$ cat src/rtl/mau_pkg.sv
// Shared definitions for the memory access unit: size codes, FSM states,
// response cause codes and the request fault classifier.
package mau_pkg;

  localparam logic [2:0] SZ_BYTE = 3'b000;
  localparam logic [2:0] SZ_HALF = 3'b010;
  localparam logic [2:0] SZ_WORD = 3'b100;

  typedef enum logic [1:0] {
    IDLE   = 2'd0,
    ACCESS = 2'd1,
    RESP   = 2'd2,
    FAULT  = 2'd3
  } state_t;

  localparam logic [1:0] CAUSE_OK       = 2'b00;
  localparam logic [1:0] CAUSE_MISALIGN = 2'b01;
  localparam logic [1:0] CAUSE_ACCESS   = 2'b10;
  localparam logic [1:0] CAUSE_TIMEOUT  = 2'b11;

  // Access fault (bad size or IO region) outranks misalignment.
  function automatic logic [1:0] req_cause(input logic [2:0] size,
                                           input logic       addr_io,
                                           input logic [1:0] addr_lo);
    logic [1:0] c;
    c = CAUSE_OK;
    if ((size != SZ_BYTE && size != SZ_HALF && size != SZ_WORD) || addr_io)
      c = CAUSE_ACCESS;
    else if ((size == SZ_HALF && addr_lo[0]) ||
             (size == SZ_WORD && addr_lo != 2'b00))
      c = CAUSE_MISALIGN;
    return c;
  endfunction

endpackage

$ cat src/rtl/mau_load_extract.sv
// Combinational load lane select with sign/zero extension.
module mau_load_extract
  import mau_pkg::*;
(
  input  logic [31:0] rdata,
  input  logic [1:0]  addr_lo,
  input  logic [2:0]  size,
  input  logic        zero_ext,
  output logic [31:0] data
);

  logic [7:0]  lane_b;
  logic [15:0] lane_h;

  always_comb begin
    lane_b = '0;
    case (addr_lo)
      2'd0: lane_b = rdata[7:0];
      2'd1: lane_b = rdata[15:8];
      2'd2: lane_b = rdata[23:16];
      2'd3: lane_b = rdata[31:24];
      default: lane_b = '0;
    endcase
    lane_h = addr_lo[1] ? rdata[31:16] : rdata[15:0];

    data = rdata;
    case (size)
      SZ_BYTE: data = {{24{~zero_ext & lane_b[7]}}, lane_b};
      SZ_HALF: data = {{16{~zero_ext & lane_h[15]}}, lane_h};
      default: data = rdata;
    endcase
  end

endmodule

$ cat src/rtl/mem_access_ctrl.sv
// Load/store sequencer between execute stage and main memory.
// Optional access timeout enabled by defining MAU_TIMEOUT_EN.
module mem_access_ctrl
  import mau_pkg::*;
#(
  parameter int unsigned TIMEOUT_CYC = 255,
  parameter int unsigned TO_W        = 8
) (
  input  logic        clk,
  input  logic        rst,
  input  logic        req_valid,
  output logic        req_ready,
  input  logic        req_we,
  input  logic [2:0]  req_size,
  input  logic        req_unsigned,
  input  logic [31:0] req_addr,
  input  logic [31:0] st_data,
  input  logic [3:0]  st_wen,
  output logic        mem_req,
  output logic        mem_we,
  output logic [31:0] mem_addr,
  output logic [31:0] mem_wdata,
  output logic [3:0]  mem_wen,
  input  logic [31:0] mem_rdata,
  input  logic        mem_ready,
  output logic        resp_valid,
  input  logic        resp_ready,
  output logic [31:0] resp_rdata,
  output logic        resp_err,
  output logic [1:0]  resp_cause
);

  if ((64'd1 << TO_W) <= 64'(TIMEOUT_CYC)) begin : g_to_w_check
    $error("TO_W too narrow for TIMEOUT_CYC");
  end

  state_t      state;
  logic [31:0] addr_q;
  logic        we_q;
  logic [2:0]  size_q;
  logic        uns_q;
  logic [31:0] wdata_q;
  logic [3:0]  wen_q;
  logic [31:0] rdata_q;
  logic [1:0]  cause_q;
  logic [1:0]  new_cause;
  logic [31:0] ld_data;
  logic        in_access;

`ifdef MAU_TIMEOUT_EN
  logic [TO_W-1:0] to_cnt;
`endif

  assign new_cause = req_cause(req_size, req_addr[31], req_addr[1:0]);

  mau_load_extract u_extract (
    .rdata    (mem_rdata),
    .addr_lo  (addr_q[1:0]),
    .size     (size_q),
    .zero_ext (uns_q),
    .data     (ld_data)
  );

  always_ff @(posedge clk) begin
    if (rst) begin
      state   <= IDLE;
      addr_q  <= '0;
      we_q    <= 1'b0;
      size_q  <= '0;
      uns_q   <= 1'b0;
      wdata_q <= '0;
      wen_q   <= '0;
      rdata_q <= '0;
      cause_q <= CAUSE_OK;
`ifdef MAU_TIMEOUT_EN
      to_cnt  <= '0;
`endif
    end else begin
      case (state)
        IDLE: begin
          if (req_valid) begin
            addr_q  <= req_addr;
            we_q    <= req_we;
            size_q  <= req_size;
            uns_q   <= req_unsigned;
            wdata_q <= req_we ? st_data : '0;
            wen_q   <= req_we ? st_wen : '0;
            rdata_q <= '0;
            cause_q <= new_cause;
`ifdef MAU_TIMEOUT_EN
            to_cnt  <= '0;
`endif
            state   <= (new_cause == CAUSE_OK) ? ACCESS : FAULT;
          end
        end
        ACCESS: begin
          if (mem_ready) begin
            rdata_q <= we_q ? '0 : ld_data;
            state   <= RESP;
          end
`ifdef MAU_TIMEOUT_EN
          // Counter value equals the number of completed wait cycles, so the
          // limit compare uses TIMEOUT_CYC-1 to hold mem_req TIMEOUT_CYC cycles.
          else if (to_cnt == TO_W'(TIMEOUT_CYC - 1)) begin
            cause_q <= CAUSE_TIMEOUT;
            state   <= FAULT;
          end else begin
            to_cnt <= to_cnt + 1'b1;
          end
`endif
        end
        RESP, FAULT: begin
          if (resp_ready) state <= IDLE;
        end
        default: state <= IDLE;
      endcase
    end
  end

  assign in_access  = (state == ACCESS);
  assign req_ready  = (state == IDLE);
  assign mem_req    = in_access;
  assign mem_we     = in_access & we_q;
  assign mem_addr   = in_access ? {addr_q[31:2], 2'b00} : '0;
  assign mem_wdata  = in_access ? wdata_q : '0;
  assign mem_wen    = in_access ? wen_q : '0;
  assign resp_valid = (state == RESP) || (state == FAULT);
  assign resp_rdata = resp_valid ? rdata_q : '0;
  assign resp_err   = resp_valid && (cause_q != CAUSE_OK);
  assign resp_cause = resp_valid ? cause_q : CAUSE_OK;

endmodule
$ cat config.mk
export PLATFORM = sky130hd
export DESIGN_NAME = mem_access_ctrl
export DESIGN_NICKNAME = d
export VERILOG_FILES = /design/src/rtl/mau_pkg.sv /design/src/rtl/mau_load_extract.sv /design/src/rtl/mem_access_ctrl.sv
export SDC_FILE = /design/constraint.sdc
export NUM_CORES = 1
export LEC_CHECK = 0
export CORE_UTILIZATION = 47
export CTS_BUF_LIST = sky130_fd_sc_hd__clkbuf_8
export CTS_CLUSTER_DIAMETER = 60
export CTS_CLUSTER_SIZE = 30
export DETAILED_ROUTE_END_ITERATION = 16
export PLACE_DENSITY = 0.95
export SKIP_LAST_GASP = 1
export SYNTH_ARGS = -nofsm -noshare
export SYNTH_HDL_FRONTEND = slang
export SYNTH_SLANG_ARGS = --single-unit
$ cat constraint.sdc
create_clock -name clk -period 2.5 [get_ports clk]
set_input_delay 0.5 -clock clk [delete_from_list [all_inputs] [get_ports clk]]
set_output_delay 0.5 -clock clk [all_outputs]
set_load 0.02 [all_outputs]
==> results of run 1 <==
-- worst min path at each step --
stage | slack, ns | from | to
global route | 0.47 | wdata_q[21] | wdata_q[21]
global placement | 0.43 | wdata_q[10] | wdata_q[10]
floorplan | 0.42 | rdata_q[10] | rdata_q[10]
CTS | 0.46 | wdata_q[28] | wdata_q[28]
detailed placement | 0.44 | wdata_q[10] | wdata_q[10]
finish | 0.45 | wdata_q[28] | wdata_q[28]
-- cells in the mapped netlist, types with 6 or more instances --
cell type	instances	share of area, %
sky130_fd_sc_hd__nand3_1	37	3.7
sky130_fd_sc_hd__or3_1	6	0.75
sky130_fd_sc_hd__and2_1	102	13
sky130_fd_sc_hd__buf_1	9	0.68
sky130_fd_sc_hd__a21boi_0	7	1.1
sky130_fd_sc_hd__a21oi_1	75	7.5
sky130_fd_sc_hd__clkbuf_1	37	2.8
sky130_fd_sc_hd__a32o_1	7	1.4
sky130_fd_sc_hd__o2bb2ai_1	8	1.4
sky130_fd_sc_hd__mux2_2	10	2.3
sky130_fd_sc_hd__o21ai_0	9	0.90
sky130_fd_sc_hd__nand2_1	122	9.2
sky130_fd_sc_hd__nor2_1	7	0.53
sky130_fd_sc_hd__mux2i_1	10	2.0
sky130_fd_sc_hd__dfxtp_1	109	44
sky130_fd_sc_hd__a221o_1	12	2.4
-- tightest hold or removal path: stages, from the launching register on --
cell and delay [ns]:
sky130_fd_sc_hd__dfxtp_1 0.32, sky130_fd_sc_hd__nand2_1 0.05, sky130_fd_sc_hd__a21oi_1 0.05
-- repair_timing --
item                                    in CTS  in global routing
setup buffers                                0                  0
pin swaps                                    0                  0
hold buffers                                 0                  0
endpoints found under the setup margin      65                 14
gates resized for setup                     33                 13
gates cloned                                 1                  0
-- cells by family after synthesis --
logic type,after synthesis,synth area share [%]
AO/OA/AOI/OAI,135,17.6
buffers and inverters,55,4.56
AND/OR/NAND/NOR,289,29.7
multiplexers,20,4.26
other,1,0.0752
flip-flops,109,43.7
-- placed cells by master (no fill, tap or decap), types with 2 or more instances in the layout --
cell type                         instances
sky130_fd_sc_hd__a211oi_1                 2
sky130_fd_sc_hd__a21boi_0                 7
sky130_fd_sc_hd__a21oi_1                 75
sky130_fd_sc_hd__a221o_1                 12
sky130_fd_sc_hd__a221o_2                  4
sky130_fd_sc_hd__a22oi_1                  2
sky130_fd_sc_hd__a32o_1                   7
sky130_fd_sc_hd__and2_1                 101
sky130_fd_sc_hd__buf_12                   3
sky130_fd_sc_hd__buf_4                   12
sky130_fd_sc_hd__clkbuf_8                 9
sky130_fd_sc_hd__clkdlybuf4s50_1        169
sky130_fd_sc_hd__clkinv_4                 2
sky130_fd_sc_hd__conb_1                   2
sky130_fd_sc_hd__dfxtp_1                108
sky130_fd_sc_hd__dlygate4sd2_1           31
sky130_fd_sc_hd__dlymetal6s2s_1          13
sky130_fd_sc_hd__inv_1                    2
sky130_fd_sc_hd__inv_8                    2
sky130_fd_sc_hd__mux2_2                  10
sky130_fd_sc_hd__mux2i_1                 10
sky130_fd_sc_hd__nand2_1                121
sky130_fd_sc_hd__nand2b_1                 2
sky130_fd_sc_hd__nand3_1                 37
sky130_fd_sc_hd__nor2_1                   6
sky130_fd_sc_hd__nor2b_1                  2
sky130_fd_sc_hd__nor3b_1                  2
sky130_fd_sc_hd__nor4b_4                  2
sky130_fd_sc_hd__o211ai_1                 2
sky130_fd_sc_hd__o21ai_0                  9
sky130_fd_sc_hd__o22a_1                   2
sky130_fd_sc_hd__o2bb2ai_1                8
sky130_fd_sc_hd__or2_2                    2
sky130_fd_sc_hd__or3_1                    6
-- registers in the layout (all words and copies together), names as in the netlist --
| signal | count |
|---|---|
| cause_q | 2 |
| state | 2 |
| size_q | 3 |
| wdata_q | 32 |
| we_q | 1 |
| wen_q | 4 |
| uns_q | 1 |
| addr_q | 32 |
| rdata_q | 32 |
-- power by group through the flow --
| stage | Combinational, mW | Clock [mW] | Sequential [mW] |
|---|---|---|---|
| floorplan | 0.404 | 0 | 1.90 |
| global placement | 0.729 | 0 | 1.91 |
| detailed placement | 0.754 | 0 | 1.92 |
| CTS | 0.768 | 1.14 | 1.88 |
| global route | 0.831 | 1.21 | 1.89 |
| finish | 0.765 | 1.11 | 1.88 |
-- cell type report --
type / instances / area [sq um] / area share [%]
Tap cell: 136 / 170 / 2.28
Clock inverter: 7 / 82.6 / 1.10
Sequential cell: 109 / 2180 / 29.2
Clock buffer: 9 / 124 / 1.66
Timing Repair Buffer: 231 / 2320 / 31.1
Inverter: 1 / 3.75 / 0.0502
Multi-Input combinational cell: 446 / 2590 / 34.6
-- layer usage --
metal | GRT usage, % | vias to the layer above | wire, um
li1 | - | 2445 | -
met1 | 31.0 | 2410 | 5790
met2 | 50.7 | 229 | 7790
met3 | 7.61 | 28 | 1260
met4 | 9.56 | 0 | 363
met5 | 0 | - | 0
-- through the flow --
step	instances	setup TNS (ns)	hold WS [ns]	power (mW)	util, %
floorplan	610	0	0.425	2.30	-
global placement	922	0	0.433	2.64	70.1
detailed placement	922	0	0.441	2.67	70.1
CTS	939	0	0.455	3.78	72.1
global route	939	-0.0272	0.472	3.93	72.4
finish	939	0	0.450	3.76	72.4
==> flow_results.org, run 1 <==
** STA
- Fin crit share :: 97.8%
- Count of final max-slew check failures :: 0
- Setup violations, final :: 0
- In this run the tightest slew margin relative to its limit is roughly 47%.
- Across all setup checks in the final design, the least slack found is 0.0553 ns.
- Fin. Hold Viols :: 0
- For the pin with the worst max-slew slack, the measured transition is about 0.8 ns.
- Shortest period the worst path allows :: 2.44 ns
- Clock tree skew after final layout :: around 0.015 ns
- RSZ-0062 raised after global routing :: true
- Max Freq :: roughly 410 MHz

** Floorplanning
- In this run the vertical extent of the chip is roughly 110 um.
- Die X :: 105 um
- Core area :: 10300 sq um
- Initial cell density of the core :: approximately half
- Die outline area :: 11000 sq um
- Boundary pin count :: roughly 220
- In this run the core area contains 37 standard-cell rows.

** Setup path
- Cell depth of the worst setup path :: 4
- At the worst endpoint, the required time is around 2.0 ns.
- Walking the worst path, the cells encountered are buf_6 > and2_1 > or2_2 > clkdlybuf4s50_1.
- The worst register-to-register path begins at addr_q[1].
- The worst register-to-register path has a setup slack of 0.42 ns.
- Kind of cell adding the most delay to the critical path :: buffers and inverters
- The critical path starts at state[1].
- Maximum net fanout on the critical path :: 40
- R2R Path End :: rdata_q[13]
- Maximum cell stage delay along the critical path :: a little under 0.6 ns
- CP arrival :: 1.94 ns
- Launching element type of the critical path :: flop
- Critical setup path kind :: flop to output port
- The most critical setup path has its endpoint at resp_err.
- Together, buffers and inverters on the worst path number 2.
- On the critical path, the stage with the largest delay is an instance of sky130_fd_sc_hd__clkdlybuf4s50_1.
- The worst setup path is captured at an output port.
- The worst register-to-register path has a depth of 5.

** Pwr
- Lkg Pwr :: 3.11 nW
- NetSw :: 1.07 mW
- Cell internal power was estimated by the tool at about 2.7 mW.
- Sequential cells account for 50.1% of the total power.
- IR analysis of the VDD net gives a maximum drop of roughly 0.44 mV.
- The share of total power dissipated in combinational logic is around a fifth.
- Net switching is between 20% and 30% of the power.
- Dividing total power by cell area gives a power density of 502 nW/um^2.
- Of the total power, the clock network draws between 20% and 30%.

** Place
- Summing all placed instances gives a cell area of 7240 sq um.
- Weighted congestion reported at the end of routability-driven placement :: 0.887
- Buffers placed on the I/O ports in this run total around 210.
- After legalization and detailed placement, the total HPWL measured approximately 11 mm.
- Worst setup slack after placement :: roughly 0.25 ns

** Yosys
- After synthesis, the netlist uses between 40 and 50 different library cells.
- Cells after Synth :: 609
- Share of flip-flops with an asynchronous set or reset :: 0%
- Top flip-flop cell by instance count after synthesis :: sky130_fd_sc_hd__dfxtp_1
- The synthesized design contains 0 enable-type register cells.
- For this run, the register share of the synthesized area comes to a little over two fifths.
- Number of flip-flops and latches in the synthesized netlist :: 109
- Averaged over all synthesized cells, the footprint is 8.19 sq um.
- Synth Warn # :: 0
- The mapped netlist covers 4990 sq um.

** Finish
- The repair_antennas step left the layout with diodes totalling 0.
- After routing the design area is approximately 7500 sq um.
- From synthesis to final layout, the design area changed by 49.9%.
- Counting the fill cells in the layout gives 750.
- Ratio of cells with drive above 1 in the final layout :: 6.97%
- Nets@finish :: roughly 910

** CTS
- No sink is reached through more buffers than the 2 on the longest clock path.
- Clock tree synthesis selected as its root buffer the cell sky130_fd_sc_hd__clkbuf_8.
- H-tree levels :: 3
- Clock input transition at the sequential cells of the worst setup and hold paths :: 0.10 ns
- Clk sink count :: 109
- Source-to-sink clock delay at the later pin of the worst-skew pair :: 0.36 ns
- In this run, CTS created clock tree buffers numbering 9.
- Clock tree from TritonCTS :: built

** Global route
- Overflow after GRT :: 0
- Global routing consumed, over all layers together, 27.8% of the routing resources.
- Number of antenna violations at the first check in global routing :: 0
- Vias in the first global route :: 5026
- Entering global routing, the biggest net connects between 70 and 80 pins.
- First-pass GRT wire length :: 24.6 mm

** Min path
- Class of the worst hold path :: flop to flop
- Along the worst hold path, the cell count comes to 2.

** Status
- The flow ran to the end, and the final reports show no timing, DRC or antenna violations.

** Drt
- The detail route stage leaves a number of antenna-violating nets equal to 0.
- Starting DRC count in detailed routing :: approximately 250
- Dividing the detail-routed wire length by the instance count gives 16.2 um.
- Drt pass-1 iters :: 4
- Vias per cell :: 5.44
- The final route contains 5112 vias.
- Detailed-route wire length :: ~15 mm
- In the routed design, unresolved DRC markers number 0.

** Flow run
- Maxcap violations :: 0
No activity file was read; power rests on OpenSTA's default activity.
==> run 2, diff against run 1 <==
--- a/config.mk
+++ b/config.mk
@@ -5,6 +5,7 @@
 export SDC_FILE = /design/constraint.sdc
 export NUM_CORES = 1
 export LEC_CHECK = 0
+export CAP_MARGIN = 20
 export CORE_UTILIZATION = 47
 export CTS_BUF_LIST = sky130_fd_sc_hd__clkbuf_8
 export CTS_CLUSTER_DIAMETER = 60
==> results of run 2 <==
Final layout, timing and power as in run 1 (identical DEF).
